<file path="config.mk">
export PLATFORM = sky130hd
export DESIGN_NAME = fetch_sequencer
export DESIGN_NICKNAME = d
export VERILOG_FILES = /design/src/rtl/fetch_sequencer.sv
export SDC_FILE = /design/constraint.sdc
export NUM_CORES = 1
export LEC_CHECK = 0
export ABC_AREA = 1
export CAP_MARGIN = 40
export CORE_AREA = 2 2 75 113
export CTS_CLUSTER_DIAMETER = 40
export CTS_CLUSTER_SIZE = 24
export DETAILED_ROUTE_END_ITERATION = 16
export DIE_AREA = 0 0 77 115
export PLACE_DENSITY = 0.79
export SETUP_SLACK_MARGIN = 0.1
export SKIP_CTS_REPAIR_TIMING = 1
export SLEW_MARGIN = 20
export SYNTH_ARGS = -nofsm -noshare
export SYNTH_HDL_FRONTEND = slang
export SYNTH_SLANG_ARGS = --single-unit
export TNS_END_PERCENT = 10
</file>
<file path="constraint.sdc">
create_clock -name clk -period 3.2 [get_ports clk]
set_input_delay 0.64 -clock clk [delete_from_list [all_inputs] [get_ports clk]]
set_output_delay 0.64 -clock clk [all_outputs]
set_load 0.005 [all_outputs]
</file>
<file path="src/rtl/fetch_sequencer.sv">
// ---------------------------------------------------------------------------
// fetch_sequencer
//   Multi-cycle instruction fetch / program sequencer. Fetches one
//   instruction from a variable-latency instruction memory, presents it to
//   the execute stage, then advances the PC (sequentially or by a
//   PC-relative branch) once execute retires it. A halting instruction
//   parks the sequencer in DONE until the next start.
//
// Ports
//   clk          rising-edge clock
//   reset        asynchronous reset, active low
//   start        level; launches, or aborts and relaunches, the program
//   imem_req     high in every FETCH cycle
//   imem_addr    fetch address (always equal to pc)
//   imem_valid   imem_data is valid for the address presented this cycle
//   imem_data    fetched instruction word
//   instr        registered instruction presented to execute
//   instr_valid  high in every ISSUE cycle
//   ex_ready     execute retires instr this cycle
//   br_taken     retiring instruction is a taken branch (with ex_ready)
//   br_off       two's-complement branch offset (with ex_ready)
//   halt         retiring instruction ends the program (with ex_ready)
//   done         program finished
//   pc           current program counter
//   cycle_cnt    saturating count of FETCH+ISSUE cycles since last start
//   instr_cnt    saturating count of retired instructions since last start
//   dbg_state    current FSM state (IDLE=0, FETCH=1, ISSUE=2, DONE=3)
//
// Handshakes
//   Memory side: imem_req is the valid, imem_valid the ready; a fetch
//   completes on the cycle both are high. Execute side: instr_valid is the
//   valid, ex_ready the ready; instr is held stable until the cycle both are
//   high, and br_taken/br_off/halt are only looked at in that cycle.
//   start overrides both handshakes in the cycle it is high.
//
// All outputs come straight from registers or from the state register, so
// there is no combinational path from any input to any output.
// Requires PC_W > OFF_W.
// ---------------------------------------------------------------------------
module fetch_sequencer #(
  parameter int              PC_W     = 12,
  parameter int              INSTR_W  = 9,
  parameter int              OFF_W    = 8,
  parameter logic [PC_W-1:0] START_PC = '0,
  parameter int              CNT_W    = 16
) (
  input  logic               clk,
  input  logic               reset,
  input  logic               start,
  output logic               imem_req,
  output logic [PC_W-1:0]    imem_addr,
  input  logic               imem_valid,
  input  logic [INSTR_W-1:0] imem_data,
  output logic [INSTR_W-1:0] instr,
  output logic               instr_valid,
  input  logic               ex_ready,
  input  logic               br_taken,
  input  logic [OFF_W-1:0]   br_off,
  input  logic               halt,
  output logic               done,
  output logic [PC_W-1:0]    pc,
  output logic [CNT_W-1:0]   cycle_cnt,
  output logic [CNT_W-1:0]   instr_cnt,
  output logic [1:0]         dbg_state
);

  typedef enum logic [1:0] {
    S_IDLE  = 2'd0,
    S_FETCH = 2'd1,
    S_ISSUE = 2'd2,
    S_DONE  = 2'd3
  } state_e;

  state_e             state_q, state_d;
  logic [PC_W-1:0]    pc_q, pc_d;
  logic [INSTR_W-1:0] instr_q, instr_d;
  logic [CNT_W-1:0]   cyc_q, cyc_d;
  logic [CNT_W-1:0]   icnt_q, icnt_d;

  logic [PC_W-1:0]    pc_seq;
  logic [PC_W-1:0]    br_off_sext;

  // Counters stick at all-ones instead of wrapping.
  function automatic logic [CNT_W-1:0] sat_inc(input logic [CNT_W-1:0] v);
    return (&v) ? v : v + CNT_W'(1);
  endfunction

  // PC arithmetic is naturally modulo 2^PC_W; negative offsets wrap because
  // the offset is sign-extended to full PC width before the add.
  assign pc_seq      = pc_q + PC_W'(1);
  assign br_off_sext = {{(PC_W-OFF_W){br_off[OFF_W-1]}}, br_off};

  always_comb begin
    state_d = state_q;
    pc_d    = pc_q;
    instr_d = instr_q;
    cyc_d   = cyc_q;
    icnt_d  = icnt_q;

    if (state_q == S_FETCH || state_q == S_ISSUE) begin
      cyc_d = sat_inc(cyc_q);
    end

    if (start) begin
      // Restart from any state; an in-flight fetch or an instruction being
      // retired this very cycle is dropped and not counted.
      state_d = S_FETCH;
      pc_d    = START_PC;
      cyc_d   = '0;
      icnt_d  = '0;
    end else begin
      case (state_q)
        S_FETCH: begin
          if (imem_valid) begin
            instr_d = imem_data;
            state_d = S_ISSUE;
          end
        end
        S_ISSUE: begin
          if (ex_ready) begin
            icnt_d = sat_inc(icnt_q);
            if (halt) begin
              // Halt leaves the PC on the halting instruction.
              state_d = S_DONE;
            end else begin
              state_d = S_FETCH;
              pc_d    = br_taken ? (pc_seq + br_off_sext) : pc_seq;
            end
          end
        end
        default: begin
        end
      endcase
    end
  end

  always_ff @(posedge clk or negedge reset) begin
    if (!reset) begin
      state_q <= S_IDLE;
      pc_q    <= START_PC;
      instr_q <= '0;
      cyc_q   <= '0;
      icnt_q  <= '0;
    end else begin
      state_q <= state_d;
      pc_q    <= pc_d;
      instr_q <= instr_d;
      cyc_q   <= cyc_d;
      icnt_q  <= icnt_d;
    end
  end

  assign imem_req    = (state_q == S_FETCH);
  assign instr_valid = (state_q == S_ISSUE);
  assign done        = (state_q == S_DONE);
  assign imem_addr   = pc_q;
  assign pc          = pc_q;
  assign instr       = instr_q;
  assign cycle_cnt   = cyc_q;
  assign instr_cnt   = icnt_q;
  assign dbg_state   = state_q;

endmodule

</file>
==> flow_summary.html, run 1 <==
<table>
<tr><th>Metric</th><th>Value</th></tr>
<tr><th colspan="2">Detailed routing</th></tr>
<tr><td>Drc violations</td><td>0</td></tr>
<tr><td>Routed via count</td><td>3766</td></tr>
<tr><td>First-pass detailed-route iteration total</td><td>5</td></tr>
<tr><td>Met3 wire length</td><td>632 um</td></tr>
<tr><td>DR WL/cell</td><td>14.3 um</td></tr>
<tr><td>Antenna violation net count after detailed routing</td><td>0</td></tr>
<tr><td>Highest metal layer with signal wires</td><td>met4</td></tr>
<tr><td>Detailed-routed wire length on met2</td><td>5.41 mm</td></tr>
<tr><td>Number of vias per cell</td><td>5.36</td></tr>
<tr><td>Starting DRT DRC Count</td><td>110</td></tr>
<tr><td>WL final</td><td>10.0 mm</td></tr>
<tr><td>Met1 Wirelength</td><td>3.76 mm</td></tr>
<tr><th colspan="2">Synth</th></tr>
<tr><td>Most area-hungry cell type in the Yosys netlist</td><td>sky130_fd_sc_hd__dfrtp_1</td></tr>
<tr><td>Synthesized area divided by synthesized cell count</td><td>7.54 um^2</td></tr>
<tr><td>Number of standard cells after synthesis</td><td>513</td></tr>
<tr><td>Combined area of all synthesized cells</td><td>3870 um^2</td></tr>
<tr><td>Share of the synthesized area in the top cell type</td><td>0.356</td></tr>
<tr><td>Number of warning messages in the yosys log</td><td>0</td></tr>
<tr><td>Library cells used by synthesis</td><td>44</td></tr>
<tr><td>Synth top area cells</td><td>sky130_fd_sc_hd__dfrtp_1 (36%), sky130_fd_sc_hd__nand2_1 (11%), sky130_fd_sc_hd__ha_1 (6.5%), sky130_fd_sc_hd__inv_1 (6.4%), sky130_fd_sc_hd__nand3_1 (4.4%)</td></tr>
<tr><td>Synth Register Bits</td><td>55</td></tr>
<tr><td>Sequential cell area fraction in the yosys report</td><td>0.356</td></tr>
<tr><td>Post-Syn Nets</td><td>558</td></tr>
<tr><th colspan="2">Cells and area</th></tr>
<tr><td>Layout net count</td><td>641</td></tr>
<tr><td>Ratio of cells with drive above 1 in the final layout</td><td>0.0787</td></tr>
<tr><td>Final-layout fill cell count</td><td>725</td></tr>
<tr><td>Diodes inserted</td><td>0</td></tr>
<tr><td>Area of combinational cells with multiple inputs</td><td>2070 um^2</td></tr>
<tr><td>Design area</td><td>5000 um^2</td></tr>
<tr><td>Total area of sequential cells</td><td>1380 um^2</td></tr>
<tr><td>Synthesis-to-finish area growth</td><td>29.2%</td></tr>
<tr><th colspan="2">STA</th></tr>
<tr><td>Setup TNS after final layout</td><td>0 ns</td></tr>
<tr><td>Final hold vios</td><td>0</td></tr>
<tr><td>Final setup skew</td><td>0.00286 ns</td></tr>
<tr><td>Number of pins exceeding their max-slew limit in the final report</td><td>0</td></tr>
<tr><td>Worst hold-check slack</td><td>0.245 ns</td></tr>
<tr><td>Minimum period implied by the final worst setup slack</td><td>2.59 ns</td></tr>
<tr><td>Finish-stage setup viols</td><td>0</td></tr>
<tr><td>Slew headroom</td><td>0.654</td></tr>
<tr><td>Ratio of final minimum period to clock period</td><td>0.809</td></tr>
<tr><td>Least setup slack across all paths after layout</td><td>0.612 ns</td></tr>
<tr><td>Unrepaired setup endpoints after global routing</td><td>no</td></tr>
<tr><td>Slew of the pin with the lowest slew margin</td><td>0.515 ns</td></tr>
<tr><td>Peak Freq</td><td>0.386 GHz</td></tr>
<tr><th colspan="2">Clock network</th></tr>
<tr><td>CTS buffer count</td><td>5</td></tr>
<tr><td>Maximum number of buffers from clock root to sink</td><td>2</td></tr>
<tr><td>Clk Latency, worst-skew pair</td><td>0.30 ns</td></tr>
<tr><td>TritonCTS clock tree</td><td>built</td></tr>
<tr><td>Clk Tree Root Cell</td><td>sky130_fd_sc_hd__clkbuf_16</td></tr>
<tr><td>Reg clk slew, reported paths</td><td>0.07 ns</td></tr>
<tr><td>Number of sinks on the clock net</td><td>55</td></tr>
<tr><td>Deepest level of the CTS H-tree</td><td>2</td></tr>
<tr><th colspan="2">Worst setup path</th></tr>
<tr><td>Required time of the critical path</td><td>3.38 ns</td></tr>
<tr><td>Maximum fanout along the worst path</td><td>7</td></tr>
<tr><td>Worst stage delay on the critical path</td><td>0.46 ns</td></tr>
<tr><td>Worst path top cell family by delay</td><td>simple AND/OR/NAND/NOR gates</td></tr>
<tr><td>Buffers plus inverters on the worst setup path</td><td>2</td></tr>
<tr><td>Slowest cell on the critical path</td><td>sky130_fd_sc_hd__dfrtp_1</td></tr>
<tr><td>Data arrival time of the worst path</td><td>2.77 ns</td></tr>
<tr><td>CP Cell Sequence</td><td>nand2_1 -&gt; nor2_1 -&gt; nand2_1 -&gt; nor2_1 -&gt; xor2_1 -&gt; inv_1 -&gt; ha_1 -&gt; inv_1 -&gt; nor3_1 -&gt; nand3_1 -&gt; nand3_1 -&gt; nor2_1 -&gt; o21bai_1 -&gt; nand2_1</td></tr>
<tr><td>Endpoint type of the worst setup path</td><td>flip-flop</td></tr>
<tr><td>Start-to-end type of the worst setup path</td><td>reg -&gt; reg</td></tr>
<tr><td>Startpoint type of the worst setup path</td><td>flip-flop</td></tr>
<tr><th colspan="2">Power and ir drop</th></tr>
<tr><td>Power Dens Cells</td><td>675 nW/um^2</td></tr>
<tr><td>LEAKAGE</td><td>0.00220 uW</td></tr>
<tr><td>Peak supply drop</td><td>517 uV</td></tr>
<tr><th colspan="2">GRT</th></tr>
<tr><td>Number of global-route vias before repair</td><td>3728</td></tr>
<tr><td>First-pass GRT wire length</td><td>16.7 mm</td></tr>
<tr><td>Initial antenna violation count</td><td>0</td></tr>
<tr><td>Pin count of the biggest net entering global routing</td><td>42</td></tr>
<tr><td>Global-route usage over all layers</td><td>0.234</td></tr>
<tr><td>GR Overflow Total</td><td>0</td></tr>
<tr><th colspan="2">Die</th></tr>
<tr><td>Die area</td><td>8860 um^2</td></tr>
<tr><td>Total core area</td><td>7910 um^2</td></tr>
<tr><td>Total I/O pin count</td><td>94</td></tr>
<tr><td>Chip width</td><td>77 um</td></tr>
<tr><td>Floorplan die height</td><td>115 um</td></tr>
<tr><td>Starting utilization of the core area</td><td>0.489</td></tr>
<tr><td>Row cnt</td><td>40</td></tr>
<tr><th colspan="2">Outcome</th></tr>
<tr><td>Outcome</td><td>finished clean</td></tr>
<tr><th colspan="2">Placed design</th></tr>
<tr><td>Routability congestion estimate</td><td>0.944</td></tr>
<tr><td>Worst slack at placement</td><td>0.592 ns</td></tr>
<tr><td>Number of I/O port buffers</td><td>93</td></tr>
<tr><td>Placed wire-length estimate after detailed placement</td><td>7.87 mm</td></tr>
<tr><td>Placed instance area</td><td>4800 um^2</td></tr>
<tr><th colspan="2">Run</th></tr>
<tr><td>Max-cap viol count</td><td>0</td></tr>
<tr><th colspan="2">Hold path</th></tr>
<tr><td>Path type of the worst min-delay path</td><td>in -&gt; async</td></tr>
</table>
## worst paths after layout
kind	start	endpoint	slack (ns)	depth (start not counted)
max	imem_addr[0]$_DFFE_PN0P_	imem_addr[10]$_DFFE_PN0P_	0.61	14
min	reset	instr_cnt[5]$_DFFE_PN0P_	0.25	1
max reg2reg	imem_addr[0]$_DFFE_PN0P_	imem_addr[10]$_DFFE_PN0P_	0.61	14
min reg2reg	instr[8]$_DFFE_PN0P_	instr[8]$_DFFE_PN0P_	0.51	1
max in group asynchronous	reset	cycle_cnt[12]$_DFFE_PN0P_	2.13	2
min in group clk	instr[8]$_DFFE_PN0P_	instr[8]$_DFFE_PN0P_	0.51	1
## metrics by stage
stage	util	power (uW)	std cells
3_3_place_gp	0.607	2620	694
2_1_floorplan	-	2020	513
3_5_place_dp	0.607	2670	694
6_report	0.632	3370	702
5_1_grt	0.632	3610	702
4_1_cts	0.632	3390	702
## cell type report
cell class / count / share of cell area
Timing Repair Buffer: 96 / 0.190
Clock buffer: 5 / 0.0250
Inverter: 72 / 0.0551
Tap cell: 105 / 0.0263
Clock inverter: 3 / 0.0135
Multi-Input combinational cell: 366 / 0.415
Sequential cell: 55 / 0.275
## placed cells by master (no fill, tap or decap), types with 3 or more instances in the layout
cell                              count
sky130_fd_sc_hd__a21oi_1             18
sky130_fd_sc_hd__a31oi_1              3
sky130_fd_sc_hd__buf_4                3
sky130_fd_sc_hd__clkbuf_16            5
sky130_fd_sc_hd__clkdlybuf4s50_1     92
sky130_fd_sc_hd__dfrtp_1             55
sky130_fd_sc_hd__ha_1                20
sky130_fd_sc_hd__inv_1               66
sky130_fd_sc_hd__inv_2                4
sky130_fd_sc_hd__mux2_2               9
sky130_fd_sc_hd__nand2_1            114
sky130_fd_sc_hd__nand2_2              4
sky130_fd_sc_hd__nand3_1             34
sky130_fd_sc_hd__nand4_1             15
sky130_fd_sc_hd__nor2_1              43
sky130_fd_sc_hd__nor3_1              17
sky130_fd_sc_hd__o21ai_0             31
sky130_fd_sc_hd__o21ai_1              7
sky130_fd_sc_hd__o21bai_1             4
sky130_fd_sc_hd__o31ai_1              6
sky130_fd_sc_hd__xnor2_1              3
sky130_fd_sc_hd__xor2_1              12
## metal layers
metal,vias to the layer above,global-route usage
met5,-,0
met4,0,0.100
met3,23,0.0534
met2,155,0.442
met1,1747,0.248
li1,1841,-
## power breakdown
part           leakage [uW]  internal (uW)  switching (uW)
Clock             0.0000900            448             255
Sequential         0.000732            849             165
Combinational       0.00138            810             845
## state kept, by name, indices dropped and copies added, names as in the netlist
name / flops
dbg_state: 2
instr: 9
cycle_cnt: 16
imem_addr: 12
instr_cnt: 16
## synthesized netlist by cell type (all sizes together)
master     n
a21o       1
a21oi     20
a22oi      1
a2bb2oi    1
a31oi      4
buf       17
clkbuf     3
dfrtp     55
fa         1
ha        20
inv       72
mux2       9
nand2    119
nand3     36
nand4     15
nor2      47
nor3      20
nor4b      1
o211ai     1
o21a       1
o21ai     38
o21bai     5
o221ai     1
o22ai      2
o31ai      7
or2        1
xnor2      3
xor2      12
## cell families (layout without fill, tap and decap cells)
kind of cell | after synthesis | after routing | share of synthesized area
AO/OA/AOI/OAI | 82 | 82 | 0.126
XOR/XNOR | 15 | 15 | 0.0340
adder cells (fa/ha/maj) | 21 | 21 | 0.0699
buffers and inverters | 92 | 176 | 0.108
flip-flops | 55 | 55 | 0.356
multiplexers | 9 | 9 | 0.0262
AND/OR/NAND/NOR | 239 | 239 | 0.280
No activity file was read; power rests on OpenSTA's default activity.
==> inputs of run 2 (changes only) <==
- CORE_AREA: 2 2 75 113 -> 2 2 78 118
- DIE_AREA: 0 0 77 115 -> 0 0 80 120
- PLACE_DENSITY: 0.79 -> 0.77
- clock period: 3.2 -> 2.3 ns (I/O delays scaled with it)
==> run 2 against run 1 <==
The flow now finishes with violations (negative setup slack). Via count rose by 2.3%. Cell count rose by 5.6%. Critical path type unchanged. Critical path depth fell by 2. Clock-buffer cell count rose by 1. Fmax rose by 11%. Global-route usage fell by 1.4 points. Core utilization fell by 1.2 points.
==> flow_summary.html, run 2 (synthesis results as in run 1) <==
<table>
<tr><th>Metric</th><th>Value</th></tr>
<tr><th colspan="2">Outcome</th></tr>
<tr><td>Outcome</td><td>finished with violations</td></tr>
<tr><td>Violated checks</td><td>negative setup slack</td></tr>
<tr><th colspan="2">Worst setup path</th></tr>
<tr><td>Worst path top cell family by delay</td><td>simple AND/OR/NAND/NOR gates</td></tr>
<tr><td>Data arrival time of the worst path</td><td>2.58 ns</td></tr>
<tr><td>Start-to-end type of the worst setup path</td><td>reg -&gt; reg</td></tr>
<tr><td>Path depth of the worst reg2reg path</td><td>12</td></tr>
<tr><td>Capture point of the worst reg-to-reg path</td><td>imem_addr[6]$_DFFE_PN0P_</td></tr>
<tr><td>Required time of the critical path</td><td>2.54 ns</td></tr>
<tr><td>CP Cell Sequence</td><td>buf_4 -&gt; ha_1 -&gt; xor2_1 -&gt; ha_1 -&gt; buf_4 -&gt; nand2_1 -&gt; nor2_2 -&gt; a21oi_1 -&gt; or2_2 -&gt; nand3_1 -&gt; nand3_1 -&gt; nand2_1</td></tr>
<tr><td>Worst stage delay on the critical path</td><td>0.41 ns</td></tr>
<tr><td>Slowest cell on the critical path</td><td>sky130_fd_sc_hd__dfrtp_1</td></tr>
<tr><td>Buffers plus inverters on the worst setup path</td><td>2</td></tr>
<tr><td>R2R Path Start</td><td>imem_addr[0]$_DFFE_PN0P_</td></tr>
<tr><td>Endpoint type of the worst setup path</td><td>flip-flop</td></tr>
<tr><td>Critical Path Stages</td><td>12</td></tr>
<tr><td>Setup slack of the worst register-to-register path</td><td>-0.04 ns</td></tr>
<tr><td>Startpoint type of the worst setup path</td><td>flip-flop</td></tr>
<tr><td>Maximum fanout along the worst path</td><td>4</td></tr>
<tr><th colspan="2">GRT</th></tr>
<tr><td>Pin count of the biggest net entering global routing</td><td>56</td></tr>
<tr><td>GR Overflow Total</td><td>0</td></tr>
<tr><td>First-pass GRT wire length</td><td>16.9 mm</td></tr>
<tr><td>Number of global-route vias before repair</td><td>3779</td></tr>
<tr><td>Global-route usage over all layers</td><td>0.219</td></tr>
<tr><td>Initial antenna violation count</td><td>0</td></tr>
<tr><th colspan="2">STA</th></tr>
<tr><td>Ratio of final minimum period to clock period</td><td>1.02</td></tr>
<tr><td>Finish-stage setup viols</td><td>2</td></tr>
<tr><td>Slew of the pin with the lowest slew margin</td><td>0.687 ns</td></tr>
<tr><td>Peak Freq</td><td>0.427 GHz</td></tr>
<tr><td>Unrepaired setup endpoints after global routing</td><td>yes</td></tr>
<tr><td>Minimum period implied by the final worst setup slack</td><td>2.34 ns</td></tr>
<tr><td>Worst hold-check slack</td><td>0.281 ns</td></tr>
<tr><td>Final setup skew</td><td>0.00536 ns</td></tr>
<tr><td>Slew headroom</td><td>0.542</td></tr>
<tr><td>Final hold vios</td><td>0</td></tr>
<tr><td>Least setup slack across all paths after layout</td><td>-0.0421 ns</td></tr>
<tr><td>Number of pins exceeding their max-slew limit in the final report</td><td>0</td></tr>
<tr><th colspan="2">Power and ir drop</th></tr>
<tr><td>Proportion of total power due to net switching</td><td>0.390</td></tr>
<tr><td>Peak supply drop</td><td>615 uV</td></tr>
<tr><td>Net Sw Power</td><td>1930 uW</td></tr>
<tr><td>LEAKAGE</td><td>0.00236 uW</td></tr>
<tr><td>Internal power</td><td>3030 uW</td></tr>
<tr><td>Comb power frac</td><td>0.576</td></tr>
<tr><td>Sequential power share</td><td>0.274</td></tr>
<tr><td>Post-layout total power</td><td>4960 uW</td></tr>
<tr><td>Clock power share</td><td>0.150</td></tr>
<tr><td>Power Dens Cells</td><td>928 nW/um^2</td></tr>
<tr><th colspan="2">Die</th></tr>
<tr><td>Die area</td><td>9600 um^2</td></tr>
<tr><td>Total I/O pin count</td><td>94</td></tr>
<tr><td>Total core area</td><td>8620 um^2</td></tr>
<tr><td>Floorplan die height</td><td>120 um</td></tr>
<tr><td>Starting utilization of the core area</td><td>0.449</td></tr>
<tr><td>Row cnt</td><td>42</td></tr>
<tr><td>Chip width</td><td>80 um</td></tr>
<tr><th colspan="2">Cells and area</th></tr>
<tr><td>Most frequent cells in the layout</td><td>sky130_fd_sc_hd__nand2_1 (107), sky130_fd_sc_hd__clkdlybuf4s50_1 (92), sky130_fd_sc_hd__inv_1 (64)</td></tr>
<tr><td>Diodes inserted</td><td>0</td></tr>
<tr><td>Layout net count</td><td>675</td></tr>
<tr><td>Ratio of cells with drive above 1 in the final layout</td><td>0.166</td></tr>
<tr><td>Commonest non-fill, non-tap cell in the layout</td><td>sky130_fd_sc_hd__nand2_1</td></tr>
<tr><td>Fin cells</td><td>741</td></tr>
<tr><td>Synthesis-to-finish area growth</td><td>38.1%</td></tr>
<tr><td>Design area</td><td>5340 um^2</td></tr>
<tr><th colspan="2">Detailed routing</th></tr>
<tr><td>Number of vias per cell</td><td>5.20</td></tr>
<tr><td>WL final</td><td>10.4 mm</td></tr>
<tr><td>DR WL/cell</td><td>14.0 um</td></tr>
<tr><td>Routed via count</td><td>3851</td></tr>
<tr><td>Starting DRT DRC Count</td><td>125</td></tr>
<tr><td>Drc violations</td><td>0</td></tr>
<tr><td>Antenna violation net count after detailed routing</td><td>0</td></tr>
<tr><td>First-pass detailed-route iteration total</td><td>4</td></tr>
<tr><th colspan="2">Clock network</th></tr>
<tr><td>Clk Tree Root Cell</td><td>sky130_fd_sc_hd__clkbuf_16</td></tr>
<tr><td>Reg clk slew, reported paths</td><td>0.07 ns</td></tr>
<tr><td>Deepest level of the CTS H-tree</td><td>2</td></tr>
<tr><td>Clk Latency, worst-skew pair</td><td>0.30 ns</td></tr>
<tr><td>CTS buffer count</td><td>5</td></tr>
<tr><td>Number of sinks on the clock net</td><td>55</td></tr>
<tr><td>Maximum number of buffers from clock root to sink</td><td>2</td></tr>
<tr><td>TritonCTS clock tree</td><td>built</td></tr>
<tr><th colspan="2">Placed design</th></tr>
<tr><td>Routability congestion estimate</td><td>0.907</td></tr>
<tr><td>Worst slack at placement</td><td>-0.122 ns</td></tr>
<tr><td>Placed instance area</td><td>5020 um^2</td></tr>
<tr><td>Placed wire-length estimate after detailed placement</td><td>7.96 mm</td></tr>
<tr><td>Placed cell count</td><td>727</td></tr>
<tr><td>Number of I/O port buffers</td><td>93</td></tr>
<tr><th colspan="2">Run</th></tr>
<tr><td>Max-cap viol count</td><td>0</td></tr>
<tr><th colspan="2">Hold path</th></tr>
<tr><td>Path type of the worst min-delay path</td><td>in -&gt; async</td></tr>
</table>
==> run 2: cell type report <==
type	instances	area (um^2)
inverters	72	278
multi-input cells	366	2200
clock buffers	6	129
fillers	737	3280
flip-flops and latches	55	1380
repair buffers	130	1200
well taps	110	138
clock inverters	2	12.5
==> run 2: power by group through the flow <==
stage               Combinational, uW  Clock [uW]  Sequential (uW)
finish                           2850         744             1360
global route                     3110         806             1380
floorplan                        1410           0             1400
CTS                              2620         768             1360
detailed placement               2600           0             1370
global placement                 2530           0             1350
==> run 2: per-stage QoR <==
step                      utilization  TNS [ns]
final                           0.619   -0.0448
after global routing            0.619     -1.16
after CTS                       0.599    -0.338
after detailed placement        0.583    -0.336
after global placement          0.583   -0.0897
after floorplan                     -         0
==> run 2: worst max path at each step <==
stage,slack (ns),start,end
after detailed placement,-0.12,imem_addr[0]$_DFFE_PN0P_,imem_addr[6]$_DFFE_PN0P_
after global routing,-0.18,imem_addr[0]$_DFFE_PN0P_,imem_addr[9]$_DFFE_PN0P_
after floorplan,0.10,imem_addr[4]$_DFFE_PN0P_,imem_addr[11]$_DFFE_PN0P_
after global placement,-0.04,imem_addr[0]$_DFFE_PN0P_,imem_addr[6]$_DFFE_PN0P_
after CTS,-0.14,imem_addr[0]$_DFFE_PN0P_,imem_addr[6]$_DFFE_PN0P_
final,-0.04,imem_addr[0]$_DFFE_PN0P_,imem_addr[6]$_DFFE_PN0P_
==> run 2: metal layers <==
layer / GRT usage / vias up / wire (um)
li1: - / 1918 / -
met1: 0.250 / 1782 / 4040
met2: 0.398 / 136 / 5440
met3: 0.0414 / 15 / 582
met4: 0.0805 / 0 / 291
met5: 0 / - / 0
